## config.mk

```make
export PLATFORM = sky130hd
export DESIGN_NAME = apb_slave_regfile
export DESIGN_NICKNAME = d
export VERILOG_FILES = /design/src/rtl/apb_slave_regfile.sv
export SDC_FILE = /design/constraint.sdc
export NUM_CORES = 1
export LEC_CHECK = 0
export ABC_CLOCK_PERIOD_IN_PS = 2500
export CAP_MARGIN = 20
export CORE_AREA = 2 2 129 131
export CTS_CLUSTER_SIZE = 28
export DETAILED_ROUTE_END_ITERATION = 8
export DIE_AREA = 0 0 131 133
export PLACE_DENSITY_LB_ADDON = 0.25
export SLEW_MARGIN = 40
export SYNTH_ARGS = -nofsm -noshare
export SYNTH_HDL_FRONTEND = slang
export SYNTH_SLANG_ARGS = --single-unit
export TNS_END_PERCENT = 10
```

## constraint.sdc

```tcl
create_clock -name p_clk -period 2.5 [get_ports p_clk]
set_input_delay 0.5 -clock p_clk [delete_from_list [all_inputs] [get_ports p_clk]]
set_output_delay 0.5 -clock p_clk [all_outputs]
set_load 0.1 [all_outputs]
```

## src/rtl/apb_slave_regfile.sv

```systemverilog
// APB slave register file: parameterised width, depth, access modes and wait states.
// Optional byte-strobe support is enabled by defining APB_SLV_PSTRB_EN.
module apb_slave_regfile #(
    parameter int unsigned                DATA_WIDTH  = 32,
    parameter int unsigned                ADDR_WIDTH  = 2,
    parameter int unsigned                NUM_REGS    = 4,
    parameter logic [2*NUM_REGS-1:0]      REG_MODE    = 8'b11_00_10_01,
    parameter logic [DATA_WIDTH-1:0]      RESET_VAL   = '0,
    parameter logic [31:0]                FIXED_VAL   = 32'hDEAD_BEEF,
    parameter int unsigned                WAIT_CYCLES = 0
) (
    input  logic                           p_clk,
    input  logic                           p_rst,
    input  logic                           p_sel,
    input  logic                           p_enable,
    input  logic                           p_write,
    input  logic [ADDR_WIDTH-1:0]          p_addr,
    input  logic [DATA_WIDTH-1:0]          p_w_data,
`ifdef APB_SLV_PSTRB_EN
    input  logic [DATA_WIDTH/8-1:0]        p_strb,
`endif
    output logic                           p_ready,
    output logic                           p_slv_err,
    output logic [DATA_WIDTH-1:0]          p_r_data,
    input  logic [NUM_REGS*DATA_WIDTH-1:0] hw_status,
    output logic [NUM_REGS*DATA_WIDTH-1:0] reg_out
);

    localparam int unsigned STRB_W = DATA_WIDTH / 8;
    localparam int unsigned CNT_W  = 4;

    localparam logic [1:0] MODE_RW    = 2'b00;
    localparam logic [1:0] MODE_RO    = 2'b01;
    localparam logic [1:0] MODE_WO    = 2'b10;
    localparam logic [1:0] MODE_FIXED = 2'b11;

    // Reject configurations the address decode and wait counter cannot support.
    if (NUM_REGS == 0 || NUM_REGS > (1 << ADDR_WIDTH) || (DATA_WIDTH % 8) != 0
        || WAIT_CYCLES > 15) begin : g_param_check
        $error("apb_slave_regfile: illegal parameter combination");
    end

    typedef enum logic [0:0] {
        S_IDLE   = 1'b0,
        S_ACCESS = 1'b1
    } state_t;

    state_t                  state_q, state_d;
    logic [CNT_W-1:0]        cnt_q, cnt_d;
    logic [DATA_WIDTH-1:0]   mem_q [NUM_REGS];
    logic [DATA_WIDTH-1:0]   mem_d [NUM_REGS];

    logic                    ready_c;
    logic                    err_c;
    logic                    in_range_c;
    logic [1:0]              mode_c;
    logic [DATA_WIDTH-1:0]   cur_mem_c;
    logic [DATA_WIDTH-1:0]   cur_hw_c;
    logic [DATA_WIDTH-1:0]   rd_c;
    logic [DATA_WIDTH-1:0]   wmask_c;
    logic                    strb_nz_c;

    // Byte-lane write mask and the "strobe on a read" condition.
    always_comb begin
        wmask_c   = '1;
        strb_nz_c = 1'b0;
`ifdef APB_SLV_PSTRB_EN
        for (int b = 0; b < STRB_W; b++) begin
            wmask_c[8*b +: 8] = {8{p_strb[b]}};
        end
        strb_nz_c = |p_strb;
`endif
    end

    // Decode the addressed register: range, mode, storage and status slice.
    always_comb begin
        in_range_c = 1'b0;
        mode_c     = MODE_FIXED;
        cur_mem_c  = '0;
        cur_hw_c   = '0;
        for (int i = 0; i < NUM_REGS; i++) begin
            if (p_addr == ADDR_WIDTH'(i)) begin
                in_range_c = 1'b1;
                mode_c     = REG_MODE[2*i +: 2];
                cur_mem_c  = mem_q[i];
                cur_hw_c   = hw_status[i*DATA_WIDTH +: DATA_WIDTH];
            end
        end
    end

    // Completion strobe, error classification and read mux for the current access.
    always_comb begin
        ready_c = !p_rst && (state_q == S_ACCESS) && (cnt_q == CNT_W'(WAIT_CYCLES))
                  && p_sel && p_enable;
        if (!in_range_c) begin
            err_c = 1'b1;
        end else if (p_write) begin
            err_c = (mode_c == MODE_RO) || (mode_c == MODE_FIXED);
        end else begin
            err_c = (mode_c == MODE_WO) || strb_nz_c;
        end
        case (mode_c)
            MODE_RW: rd_c = cur_mem_c;
            MODE_RO: rd_c = cur_hw_c;
            MODE_WO: rd_c = '0;
            default: rd_c = DATA_WIDTH'(FIXED_VAL);
        endcase
        p_ready   = ready_c;
        p_slv_err = ready_c && err_c;
        p_r_data  = (ready_c && !err_c && !p_write) ? rd_c : '0;
    end

    // Next-state logic for the transfer FSM, wait counter and register storage.
    always_comb begin
        state_d = state_q;
        cnt_d   = cnt_q;
        mem_d   = mem_q;
        case (state_q)
            S_IDLE: begin
                if (p_sel && !p_enable) begin
                    state_d = S_ACCESS;
                    cnt_d   = '0;
                end
            end
            S_ACCESS: begin
                if (!p_sel || ready_c) begin
                    state_d = S_IDLE;
                    cnt_d   = '0;
                end else if (cnt_q != CNT_W'(WAIT_CYCLES)) begin
                    cnt_d = cnt_q + CNT_W'(1);
                end
            end
            default: begin
                state_d = S_IDLE;
                cnt_d   = '0;
            end
        endcase
        if (ready_c && p_write && !err_c) begin
            for (int i = 0; i < NUM_REGS; i++) begin
                if (p_addr == ADDR_WIDTH'(i)) begin
                    mem_d[i] = (mem_q[i] & ~wmask_c) | (p_w_data & wmask_c);
                end
            end
        end
    end

    // State, counter and storage registers; reset wins over any in-flight write.
    always_ff @(posedge p_clk) begin
        if (p_rst) begin
            state_q <= S_IDLE;
            cnt_q   <= '0;
            for (int i = 0; i < NUM_REGS; i++) begin
                mem_q[i] <= RESET_VAL;
            end
        end else begin
            state_q <= state_d;
            cnt_q   <= cnt_d;
            for (int i = 0; i < NUM_REGS; i++) begin
                mem_q[i] <= mem_d[i];
            end
        end
    end

    // Expose writable storage to core logic; RO and FIXED slices read as zero.
    always_comb begin
        for (int i = 0; i < NUM_REGS; i++) begin
            if (REG_MODE[2*i +: 2] == MODE_RW || REG_MODE[2*i +: 2] == MODE_WO) begin
                reg_out[i*DATA_WIDTH +: DATA_WIDTH] = mem_q[i];
            end else begin
                reg_out[i*DATA_WIDTH +: DATA_WIDTH] = '0;
            end
        end
    end

endmodule
```

# After elaboration in Yosys (flattened, before gate mapping)
# Cells that the tools add are included.
# W data, S select, Z words.
dict set report classes {
  addsub 1
  n_eq_ne 8
  mux 27
  n_bitwise 1
  reduce_logical 26
}
# cell count
set ops {}
lappend ops {{$mux W32} 9}
lappend ops {{$pmux W32 S3} 1}
lappend ops {{$mux W4} 3}
lappend ops {{$logic_and A1 B1 Y1} 10}
lappend ops {{$reduce_and A2 Y1} 5}
lappend ops {{$eq A2 B2 Y1 const B} 4}
lappend ops {{$mux W1} 8}
lappend ops {{$mux W2} 4}
lappend ops {{$pmux W4 S2} 1}
lappend ops {{$logic_not A1 Y1} 5}
lappend ops {{$add A4 B1 Y4 const B} 1}
lappend ops {{$eq A2 B1 Y1 const B} 2}
lappend ops {{$logic_not A2 Y1} 2}
lappend ops {{$logic_not A4 Y1} 1}
lappend ops {{$reduce_bool A4 Y1} 1}
lappend ops {{$ne A3 B1 Y1 const B} 1}
lappend ops {{$logic_or A1 B1 Y1} 2}
lappend ops {{$ne A2 B2 Y1 const B} 1}
lappend ops {{$pmux W1 S2} 1}
lappend ops {{$not A1 Y1} 1}
dict set report totals {
  register_bits 133
  input_bits 167
  elab_cells 69
}

# Longest topological paths before layout
# Gate-level depths: netlist of the first run.
dict set report depth {
  depth_word 13
  ltp_mapped 9
  ltp_nobuf 6
}

# Worst setup path before layout of the first run
# Ideal clock, no wire load.
dict set report synth_path {
  kind {in2out}
  from {in p_addr[1]}
  to {out p_r_data[14]}
  t_arrival_ns 2.916
  required_time_ns 2.000
  setup_slack_ns -0.916
  cell_stages 8
  path_buffers 2
  cell_sequence {inv_1 ha_1 buf_2 nor2b_1 clkbuf_1 a22oi_1 o22a_1 nor2_1}
}
dict set report synth_via {
  elab_chain_len 13
  word_cells_on_any_way 32
  classes_between {6 x eq/ne; 20 x mux; 6 x reduce/logical}
}
# item line
set synth_lines {}
lappend synth_lines {{start, declared} 17} ;# input logic [ADDR_WIDTH-1:0] p_addr,
lappend synth_lines {{$logic_not A2 Y1} 82} ;# if (p_addr == ADDR_WIDTH'(i)) begin
lappend synth_lines {{$mux W2 (4 in a row)} 82}
lappend synth_lines {{$eq A2 B1 Y1 / $eq A2 B2 Y1 (equally long branches)} {98, 102}}
lappend synth_lines {{$logic_or A1 B1 Y1} 98} ;# err_c = (mode_c == MODE_RO) || (mode_c == MODE_FIXED);
lappend synth_lines {{$mux W1} 97} ;# end else if (p_write) begin
lappend synth_lines {{$mux W1} 95} ;# if (!in_range_c) begin
lappend synth_lines {{$logic_not A1 Y1} 110} ;# p_r_data = (ready_c && !err_c && !p_write) ? rd_c : '0;
lappend synth_lines {{$logic_and A1 B1 Y1 (2 in a row)} 110}
lappend synth_lines {{$mux W32 *} 110}
lappend synth_lines {{end, declared} 24} ;# output logic [DATA_WIDTH-1:0] p_r_data,
# Every way passes the cells marked *; elsewhere a longest branch is shown, timed or not.

# Worst setup path in the final report of the first run
dict set report layout_path {
  from {reg cnt_q[0]}
  to {out p_r_data[23]}
}
dict set report layout_via {
  elab_chain_len 7
}
# item line
set layout_lines {}
lappend layout_lines {{start, declared} 49} ;# logic [CNT_W-1:0] cnt_q, cnt_d;
lappend layout_lines {{start signal, assigned} 157} ;# cnt_q <= cnt_d;
lappend layout_lines {{$logic_not A4 Y1} 93} ;# ready_c = !p_rst && (state_q == S_ACCESS) && (cnt_q == CNT_W'(WAIT_CYCLES))
lappend layout_lines {{$logic_and A1 B1 Y1} 93}
lappend layout_lines {{$logic_and A1 B1 Y1 (2 in a row)} 94} ;# && p_sel && p_enable;
lappend layout_lines {{$logic_and A1 B1 Y1 (2 in a row)} 110}
lappend layout_lines {{$mux W32} 110}
# Every way passes these cells.

==> results.cfg, run 1 <==
[yosys]
yosys_register_bits = 69
netlist-cell-type-count = 33
number_of_enable_flip_flop_cells_after_synthesis = 0
seq_area_frac_synth_pct = 27.3
synth_area_leader_cell = sky130_fd_sc_hd__dfxtp_1
ys.flop_type = sky130_fd_sc_hd__dfxtp_1
synth.yosys.warnings = 0
post_synth.cell_area_avg_sq_um = 8.61
netlist_area_sq_mm = 0.00506
netlist_instances = 587
synth.top_cell.area_share_pct = 27.3
synthArstFlopShare_pct = 0
synthTopCellsByArea = sky130_fd_sc_hd__dfxtp_1, sky130_fd_sc_hd__buf_4, sky130_fd_sc_hd__mux2i_1

[timing]
layout_worst_path_cycle_share_pct = 104
rsz0062_at_grt = true
fin_setup_tns_ns = -1.84
fin_crit_ns = 2.59
max_clock_skew_ns = 0.0103
worst_setup_slack_final_ns = -0.0924
tightestPinTransition_ns = 0.760
timing.final.setup_violations = 29
number_of_failing_hold_endpoints_at_the_final_stage = 0
report.final.slew_viol_count = 0
maxClockFrequency_mhz = 386
worst_slew_margin_rel_pct = 49.4

[critical_path]
critical-path-slowest-cell = sky130_fd_sc_hd__dfxtp_2
required_ns = 2.00
r2r_cells = 10
cp-end-kind = primary output
largest_delay_share_family_worst_path = simple AND/OR/NAND/NOR gates
worst_setup_path_start_kind = flop
most_common_cell_type_on_the_critical_path = sky130_fd_sc_hd__buf_12
timing.reg2reg.setup_slack_ns = 0.51
crit_path_max_fanout = 5
slowest_delay_ns = 0.33
timing.critical_path.arrival_ns = 2.09
timing_worst_setup_path_type = flop to primary output
reg2reg_to = reg_out[66]$_SDFFE_PP0P_
crit_buf_inv = 4
r2r-start = cnt_q[0]$_SDFFE_PP0P_
crit_path_cell_trace = inv_2, ha_4, nor3b_4, and3_4, and3b_2, buf_12, clkbuf_16, o21a_4, buf_12

[route]
post_drt_wl_per_cell_um = 17.7
post_drt_via_cell_ratio = 4.62
detailed_route_wl_mm = 17.7
drc_markers = 0
drt_first_pass_iters = 4
route.vias.total = 4593
iter_0_drt_violations = 132
final_antenna_net_count = 0

[hold_path]
min_from = p_enable
instance_count_along_the_most_critical_hold_path = 3
hold_path_class = input port to flop
hold_end = state_q$_SDFF_PP0_

[finish]
layout-drive-gt1-share_pct = 29.3
syn_to_final_growth_pct = 60.4
design.final.nets = 946
multi_input_comb_area_sq_mm = 0.00301
fillers = 1489
layout.area.seq_sq_mm = 0.00138
n_antenna_cell = 0

[floorplanning]
chipHeight_um = 133
initial_core_util_pct = 31.3
io_pins = 329
row_cnt = 47
design.core.area_sq_mm = 0.0162
die_area_sq_mm = 0.0174
die_width_um = 131

[clock_network]
ctsHoldBuffers = 0
clk_root_buffer_cell = sky130_fd_sc_hd__clkbuf_16
clkSlewWorstSetupHoldPaths_ns = 0.06
cts_buffers = 9
clk-insertion-delay-late_ns = 0.34
htreeDepth = 3
clkSinkCount = 69
cts-root-to-sink-buffers = 2
cts_tree = built

[global_routing]
vias_in_the_first_global_route = 4610
grt_antenna_before_repair = 0
grt_overflow = 0
grt_usage_pct = 19.2
wire_length_of_the_first_global_routing_pass_mm = 25.3
grt_max_degree = 102

[power]
p_leak_uw = 0.00333
powerDensity_mw_per_mm2 = 411
vdd_drop_max_mv = 0.341
p_total_uw = 3330

[place]
portBuffers = 232
hpwl_after_detailed_placement_mm = 12.4
gp_congestion = 0.797

[outcome]
violations = negative setup slack
run_status = finished with violations

[run]
max-cap-violations = 0
==> how the worst max path moves through the flow <==
stage | start | cells past startpoint | endpoint
floorplan | cnt_q[0]$_SDFFE_PP0P_ | 8 | p_r_data[31]
global placement | p_addr[0] | 9 | p_r_data[13]
detailed placement | p_addr[0] | 9 | p_r_data[12]
CTS | p_enable | 7 | p_r_data[30]
global route | cnt_q[0]$_SDFFE_PP0P_ | 9 | p_r_data[30]
finish | cnt_q[0]$_SDFFE_PP0P_ | 9 | p_r_data[23]
==> per-layer routing <==
layer / global-route usage [%] / wire length (um) / part of all wire, %
met1: 21.6 / 6810 / 39
met2: 34.3 / 9190 / 52
met3: 5.94 / 1380 / 7.8
met4: 5.91 / 275 / 1.6
met5: 0 / 0 / 0
==> area by class of cell <==
cell class              count  share of cell area, %
repair buffers            283                   38.5
multi-input cells         403                   37.1
flip-flops and latches     69                   17.1
well taps                 220                   3.39
clock buffers              11                   2.99
clock inverters             4                  0.602
inverters                   5                  0.293
==> state kept, by name, summed over array words and instances (netlist names) <==
signal   count
state_q      1
cnt_q        4
reg_out     64
==> per-stage QoR <==
step	cells	util, %	hold slack (ns)	setup slack, ns	instance area (sq um)
after floorplan	650	-	0.452	-0.247	5390
after global placement	962	45.3	0.464	-0.346	7330
after detailed placement	962	45.3	0.469	-0.347	7330
after CTS	989	48.6	0.480	-0.121	7860
after global routing	995	50.2	0.479	-0.170	8110
final	995	50.2	0.471	-0.0924	8110
==> where the power goes <==
part	internal (uW)	switching [uW]	total, uW
sequential	1100	1.07	1100
combinational	327	630	958
clock	792	483	1280
==> layout by cell type, fill, tap and decap left out, drive strengths merged <==
cell / instances
buf: 149
clkbuf: 13
a21oi: 40
dlymetal6s2s: 2
bufinv: 1
or3b: 1
o21ai: 1
a22oi: 31
o22a: 8
clkinv: 3
nor2b: 4
nand3b: 3
o21a: 24
dfxtp: 69
o32ai: 1
o31a: 1
bufbuf: 1
and3: 2
ha: 8
nand3: 3
nor3b: 1
conb: 64
nor2: 15
and3b: 1
nand2b: 97
mux2i: 64
nand2: 8
o22ai: 23
clkdlybuf4s50: 129
and2: 1
nor3: 1
a211oi: 1
inv: 5
==> cell usage after synthesis, drive strengths merged, types with 2 or more instances <==
library cell,n
nand2b,97
and3,2
a22oi,31
mux2i,64
o22a,8
nor2b,4
nand3,3
dfxtp,69
inv,5
ha,8
o21a,24
nand3b,3
clkbuf,32
buf,141
nor2,15
o22ai,23
nand2,8
a21oi,40
==> worst register-to-register path, cell delays in order (launching register included) <==
cell and delay, ns:
sky130_fd_sc_hd__dfxtp_2 0.33, sky130_fd_sc_hd__inv_2 0.07, sky130_fd_sc_hd__ha_4 0.12, sky130_fd_sc_hd__nor3b_4 0.19
sky130_fd_sc_hd__and3_4 0.23, sky130_fd_sc_hd__buf_4 0.11, sky130_fd_sc_hd__buf_6 0.09, sky130_fd_sc_hd__buf_6 0.12
sky130_fd_sc_hd__and3_2 0.25, sky130_fd_sc_hd__buf_12 0.20, sky130_fd_sc_hd__mux2i_1 0.22
==> kinds of logic after synthesis <==
family / after synthesis / synth area share (%)
buffers and inverters: 178 / 24.4
muxes: 64 / 12.7
DFF: 69 / 27.3
other: 1 / 0.0742
and+or+nand+nor: 137 / 16.4
AOI/OAI and AO/OA: 130 / 17.1
adders and majority gates: 8 / 1.98
==> repair_timing <==
action | CTS | global route
setup buffers | 10 | 3
pin swaps | 4 | 3
resized for setup | 38 | 27
setup endpoints to repair | 33 | 33
endpoints found under the hold margin | 0 | 0
gates cloned | 2 | 3
No activity file was read; power rests on OpenSTA's default activity.
==> run 2, diff against run 1 <==
--- a/config.mk
+++ b/config.mk
@@ -7,10 +7,11 @@
 export LEC_CHECK = 0
 export ABC_CLOCK_PERIOD_IN_PS = 2500
 export CAP_MARGIN = 20
-export CORE_AREA = 2 2 129 131
+export CORE_AREA = 2 2 126 128
 export CTS_CLUSTER_SIZE = 28
 export DETAILED_ROUTE_END_ITERATION = 8
-export DIE_AREA = 0 0 131 133
+export DIE_AREA = 0 0 128 130
+export DONT_BUFFER_PORTS = 1
 export PLACE_DENSITY_LB_ADDON = 0.25
 export SLEW_MARGIN = 40
 export SYNTH_ARGS = -nofsm -noshare
==> results.cfg, run 2 (synthesized netlist as in run 1, its figures left out) <==
[timing]
maxClockFrequency_mhz = 390
number_of_failing_hold_endpoints_at_the_final_stage = 0
layout_worst_path_cycle_share_pct = 103
fin_crit_ns = 2.56
rsz0062_at_grt = true
max_clock_skew_ns = 0.00481
timing.final.setup_violations = 21
report.final.slew_viol_count = 0
worst_setup_slack_final_ns = -0.0637

[place]
portBuffers = 0
place_inst = 786
gp_congestion = 0.805
hpwl_after_detailed_placement_mm = 11.3

[hold_path]
instance_count_along_the_most_critical_hold_path = 1
hold_path_class = input port to flop

[critical_path]
critical-path-slowest-cell = sky130_fd_sc_hd__dfxtp_2
crit_path_cell_trace = inv_2, ha_4, nor3b_4, and3_4, and3b_2, buf_12, o21a_2, buf_12
worst_setup_path_start_kind = flop
r2r_cells = 8
required_ns = 2.00
most_common_cell_type_on_the_critical_path = sky130_fd_sc_hd__buf_12
crit_path_max_fanout = 20
crit_buf_inv = 3
cp_num_cells = 8
timing.critical_path.arrival_ns = 2.06
slowest_delay_ns = 0.32
timing_worst_setup_path_type = flop to primary output
largest_delay_share_family_worst_path = simple AND/OR/NAND/NOR gates
cp-end-kind = primary output

[route]
post_drt_via_cell_ratio = 4.84
detailed_route_wl_mm = 14.8
final_antenna_net_count = 0
post_drt_wl_per_cell_um = 18.4
drc_markers = 0
route.vias.total = 3889
iter_0_drt_violations = 126
drt_first_pass_iters = 4

[finish]
post-route-util_pct = 40.0
largest_reg_flops = 64
mostFrequentLayoutCell = sky130_fd_sc_hd__nand2b_1
layout.cells.most_common_list = sky130_fd_sc_hd__nand2b_1, sky130_fd_sc_hd__buf_4, sky130_fd_sc_hd__dfxtp_1
layout-drive-gt1-share_pct = 29.4
design.final.nets = 783
final-instance-count-excl-fill = 804
n_antenna_cell = 0
syn_to_final_growth_pct = 22.2

[clock_network]
htreeDepth = 3
clkSlewWorstSetupHoldPaths_ns = 0.05
clkSinkCount = 69
ctsHoldBuffers = 0
clk_root_buffer_cell = sky130_fd_sc_hd__clkbuf_16
cts-root-to-sink-buffers = 2
cts_tree = built
cts_buffers = 9
clk-insertion-delay-late_ns = 0.34

[floorplanning]
die_area_sq_mm = 0.0166
die_width_um = 128
initial_core_util_pct = 32.8
chipHeight_um = 130
row_cnt = 46
io_pins = 329
design.core.area_sq_mm = 0.0154

[global_routing]
grt_antenna_before_repair = 0
grt_max_degree = 103
vias_in_the_first_global_route = 3786
grt_overflow = 0
grt_usage_pct = 17.1
wire_length_of_the_first_global_routing_pass_mm = 21.3

[power]
vdd_drop_max_mv = 0.348
p_leak_uw = 0.00257
powerDensity_mw_per_mm2 = 492

[outcome]
run_status = finished with violations
violations = negative setup slack

[run]
max-cap-violations = 0
==> run 2: cell type report <==
cell class / instances / area, sq um
Clock buffer: 14 / 264
Clock inverter: 1 / 30.0
Fill cell: 1547 / 9250
Inverter: 5 / 18.8
Multi-Input combinational cell: 403 / 2800
Sequential cell: 69 / 1380
Tap cell: 192 / 240
Timing Repair Buffer: 120 / 1440
==> run 2: worst paths after layout <==
kind | from | to | slack, ns
hold / removal | p_rst | cnt_q[0]$_SDFFE_PP0P_ | 0.24
hold reg to reg | reg_out[55]$_SDFFE_PP0P_ | reg_out[55]$_SDFFE_PP0P_ | 0.48
setup / recovery | cnt_q[0]$_SDFFE_PP0P_ | p_r_data[12] | -0.06
setup reg to reg | cnt_q[0]$_SDFFE_PP0P_ | reg_out[87]$_SDFFE_PP0P_ | 0.58
==> run 2: timing repair <==
| item | 4_1_cts | 5_1_grt |
|---|---|---|
| setup buffers | 3 | 0 |
| resized for setup | 11 | 0 |
| setup endpoints to repair | 32 | 32 |
==> run 2: stage by stage <==
| stage | TNS (ns) | total power (uW) | hold slack (ns) | setup WS [ns] | instance area (sq um) |
|---|---|---|---|---|---|
| 2_1_floorplan | -3.39 | 1800 | 0.452 | -0.247 | 5390 |
| 3_5_place_dp | 0 | 1780 | 0.470 | 0.122 | 5830 |
| 5_1_grt | -3.87 | 3170 | 0.223 | -0.157 | 6180 |
| 3_3_place_gp | 0 | 1780 | 0.463 | 0.145 | 5830 |
| 4_1_cts | -1.37 | 3090 | 0.215 | -0.0805 | 6180 |
| 6_report | -1.06 | 3040 | 0.237 | -0.0637 | 6180 |
==> run 2: layer usage <==
layer | vias to the layer above | wire (um) | GRT usage, %
met5 | - | 0 | 0
met4 | 0 | 235 | 6.27
met3 | 17 | 1180 | 5.00
met2 | 208 | 7470 | 29.4
met1 | 1813 | 5920 | 20.2
li1 | 1851 | - | -
==> run 2: worst register-to-register path, delay by kind of cell (launching register included) <==
family,cells,cell delay [ns]
fa+ha+maj,1,0.14
buf+inv,3,0.42
flops,1,0.32
mux,1,0.23
simple gates,3,0.75
==> run 2: report_power, final <==
part	switching (uW)	internal, uW	total (uW)	leakage (uW)
combinational	549	108	657	0.00187
sequential	0.917	1100	1100	0.000557
clock	458	822	1280	0.000143
total	1010	2030	3040	0.00257
==> run 3, diff against run 2 <==
--- a/config.mk
+++ b/config.mk
@@ -8,6 +8,7 @@
 export ABC_CLOCK_PERIOD_IN_PS = 2500
 export CAP_MARGIN = 20
 export CORE_AREA = 2 2 126 128
+export CTS_BUF_LIST = sky130_fd_sc_hd__clkbuf_4 sky130_fd_sc_hd__clkbuf_8
 export CTS_CLUSTER_SIZE = 28
 export DETAILED_ROUTE_END_ITERATION = 8
 export DIE_AREA = 0 0 128 130
==> results.cfg, run 3 (synthesized netlist as in run 1, its figures left out) <==
[power]
p_total_uw = 2720
p_leak_uw = 0.00253
vdd_drop_max_mv = 0.245
internal_power_uw = 1750
p_sw_share_pct = 35.7
power.share.sequential_pct = 40.4
switchingPower_uw = 971
powerDensity_mw_per_mm2 = 447
clock_power_share_pct = 35.5
power.share.combinational_pct = 24.1

[route]
drc_markers = 0
drt_first_pass_iters = 4
route.vias.total = 3869
post_drt_via_cell_ratio = 4.81
post_drt_wl_per_cell_um = 18.4
final_antenna_net_count = 0
iter_0_drt_violations = 118
detailed_route_wl_mm = 14.8

[floorplanning]
row_cnt = 46
chipHeight_um = 130
design.core.area_sq_mm = 0.0154
io_pins = 329
die_width_um = 128
die_area_sq_mm = 0.0166
initial_core_util_pct = 32.8

[timing]
maxClockFrequency_mhz = 386
layout_worst_path_cycle_share_pct = 104
rsz0062_at_grt = true
holdWs_ns = 0.217
number_of_failing_hold_endpoints_at_the_final_stage = 0
max_clock_skew_ns = 0.00754
worst_setup_slack_final_ns = -0.0890
report.final.slew_viol_count = 0
fin_crit_ns = 2.59
timing.final.setup_violations = 30

[finish]
layout-drive-gt1-share_pct = 29.9
syn_to_final_growth_pct = 20.4
design_area_sq_mm = 0.00609
mostFrequentLayoutCell = sky130_fd_sc_hd__nand2b_1
final-instance-count-excl-fill = 804
post-route-util_pct = 39.5
layout.cells.most_common_list = sky130_fd_sc_hd__nand2b_1, sky130_fd_sc_hd__buf_4, sky130_fd_sc_hd__dfxtp_1
n_antenna_cell = 0
fillers = 1559
design.final.nets = 783
largest_reg_flops = 64

[clock_network]
cts_tree = built
ctsHoldBuffers = 0
clk_root_buffer_cell = sky130_fd_sc_hd__clkbuf_8
clkSlewWorstSetupHoldPaths_ns = 0.07
clkSinkCount = 69
clk-insertion-delay-late_ns = 0.36
cts_buffers = 9
htreeDepth = 3
cts-root-to-sink-buffers = 2

[critical_path]
crit_path_start = cnt_q[0]$_SDFFE_PP0P_
timing.critical_path.arrival_ns = 2.09
r2r-start = cnt_q[0]$_SDFFE_PP0P_
timing_worst_setup_path_type = flop to primary output
reg2reg_to = reg_out[82]$_SDFFE_PP0P_
timing.reg2reg.setup_slack_ns = 0.58
cp-end-kind = primary output
crit_path_max_fanout = 20
critical_path.endpoint = p_r_data[12]
r2r_cells = 8
worst_setup_path_start_kind = flop
required_ns = 2.00

[run]
max-cap-violations = 0

[global_routing]
grt_antenna_before_repair = 0
grt_overflow = 0
wire_length_of_the_first_global_routing_pass_mm = 21.3
grt_max_degree = 103
vias_in_the_first_global_route = 3796
grt_usage_pct = 17.0

[place]
post_dp_cell_area_sq_mm = 0.00583
portBuffers = 0
place_inst = 786
gp_congestion = 0.805
hpwl_after_detailed_placement_mm = 11.3

[hold_path]
hold_path_class = input port to flop

[outcome]
violations = negative setup slack
run_status = finished with violations
run 3: cell count changes in the layout (fill, tap and decap cells not counted):
| cell | delta |
|---|---|
| sky130_fd_sc_hd__clkbuf_1 | -3 |
| sky130_fd_sc_hd__clkbuf_4 | +3 |
| sky130_fd_sc_hd__clkbuf_8 | +9 |
| sky130_fd_sc_hd__clkbuf_16 | -9 |
run 3: layout make-up:
type	instances	area [sq um]	share of cell area [%]
Clock buffer	14	174	2.86
Clock inverter	1	30.0	0.493
Inverter	5	18.8	0.308
Multi-Input combinational cell	403	2800	46.0
Sequential cell	69	1380	22.7
Tap cell	192	240	3.95
Timing Repair Buffer	120	1440	23.6
run 3: timing repair:
item                                    CTS  global route
endpoints found under the setup margin   32            32
setup buffers                             3             0
resized for setup                        11             0
run 3: worst min path at each step:
stage                        startpoint                        to  cells past startpoint
6_report                          p_rst     cnt_q[0]$_SDFFE_PP0P_                      1
5_1_grt                           p_rst     cnt_q[0]$_SDFFE_PP0P_                      1
4_1_cts                           p_rst     cnt_q[3]$_SDFFE_PP0P_                      1
3_5_place_dp   reg_out[55]$_SDFFE_PP0P_  reg_out[55]$_SDFFE_PP0P_                      2
3_3_place_gp   reg_out[57]$_SDFFE_PP0P_  reg_out[57]$_SDFFE_PP0P_                      2
2_1_floorplan  reg_out[63]$_SDFFE_PP0P_  reg_out[63]$_SDFFE_PP0P_                      2
run 3: through the flow:
stage | TNS, ns | setup WS [ns]
after global routing | -5.15 | -0.197
after global placement | 0 | 0.145
final | -1.72 | -0.0890
after CTS | -2.56 | -0.119
after floorplan | -3.39 | -0.247
after detailed placement | 0 | 0.122
run 3: routing by layer:
| metal | share of wire, % | GRT usage, % | vias to the layer above |
|---|---|---|---|
| met4 | 2.1 | 7.11 | 0 |
| li1 | - | - | 1853 |
| met1 | 40 | 20.1 | 1813 |
| met3 | 7.6 | 5.00 | 18 |
| met5 | 0 | 0 | - |
| met2 | 50 | 29.1 | 185 |
run 3: power by group through the flow:
stage	registers, uW	logic [uW]	clock network (uW)
final	1100	657	966
after global routing	1100	686	1060
after CTS	1100	657	1010
after detailed placement	1130	656	0
after global placement	1130	651	0
after floorplan	1130	676	0
run 3: critical path: stages (launching register included):
cell                      delay [ns]
sky130_fd_sc_hd__dfxtp_2        0.33
sky130_fd_sc_hd__inv_2          0.08
sky130_fd_sc_hd__ha_4           0.14
sky130_fd_sc_hd__nor3b_4        0.20
sky130_fd_sc_hd__and3_4         0.22
sky130_fd_sc_hd__and3b_2        0.24
sky130_fd_sc_hd__buf_12         0.17
sky130_fd_sc_hd__o21a_2         0.18
sky130_fd_sc_hd__buf_12         0.17
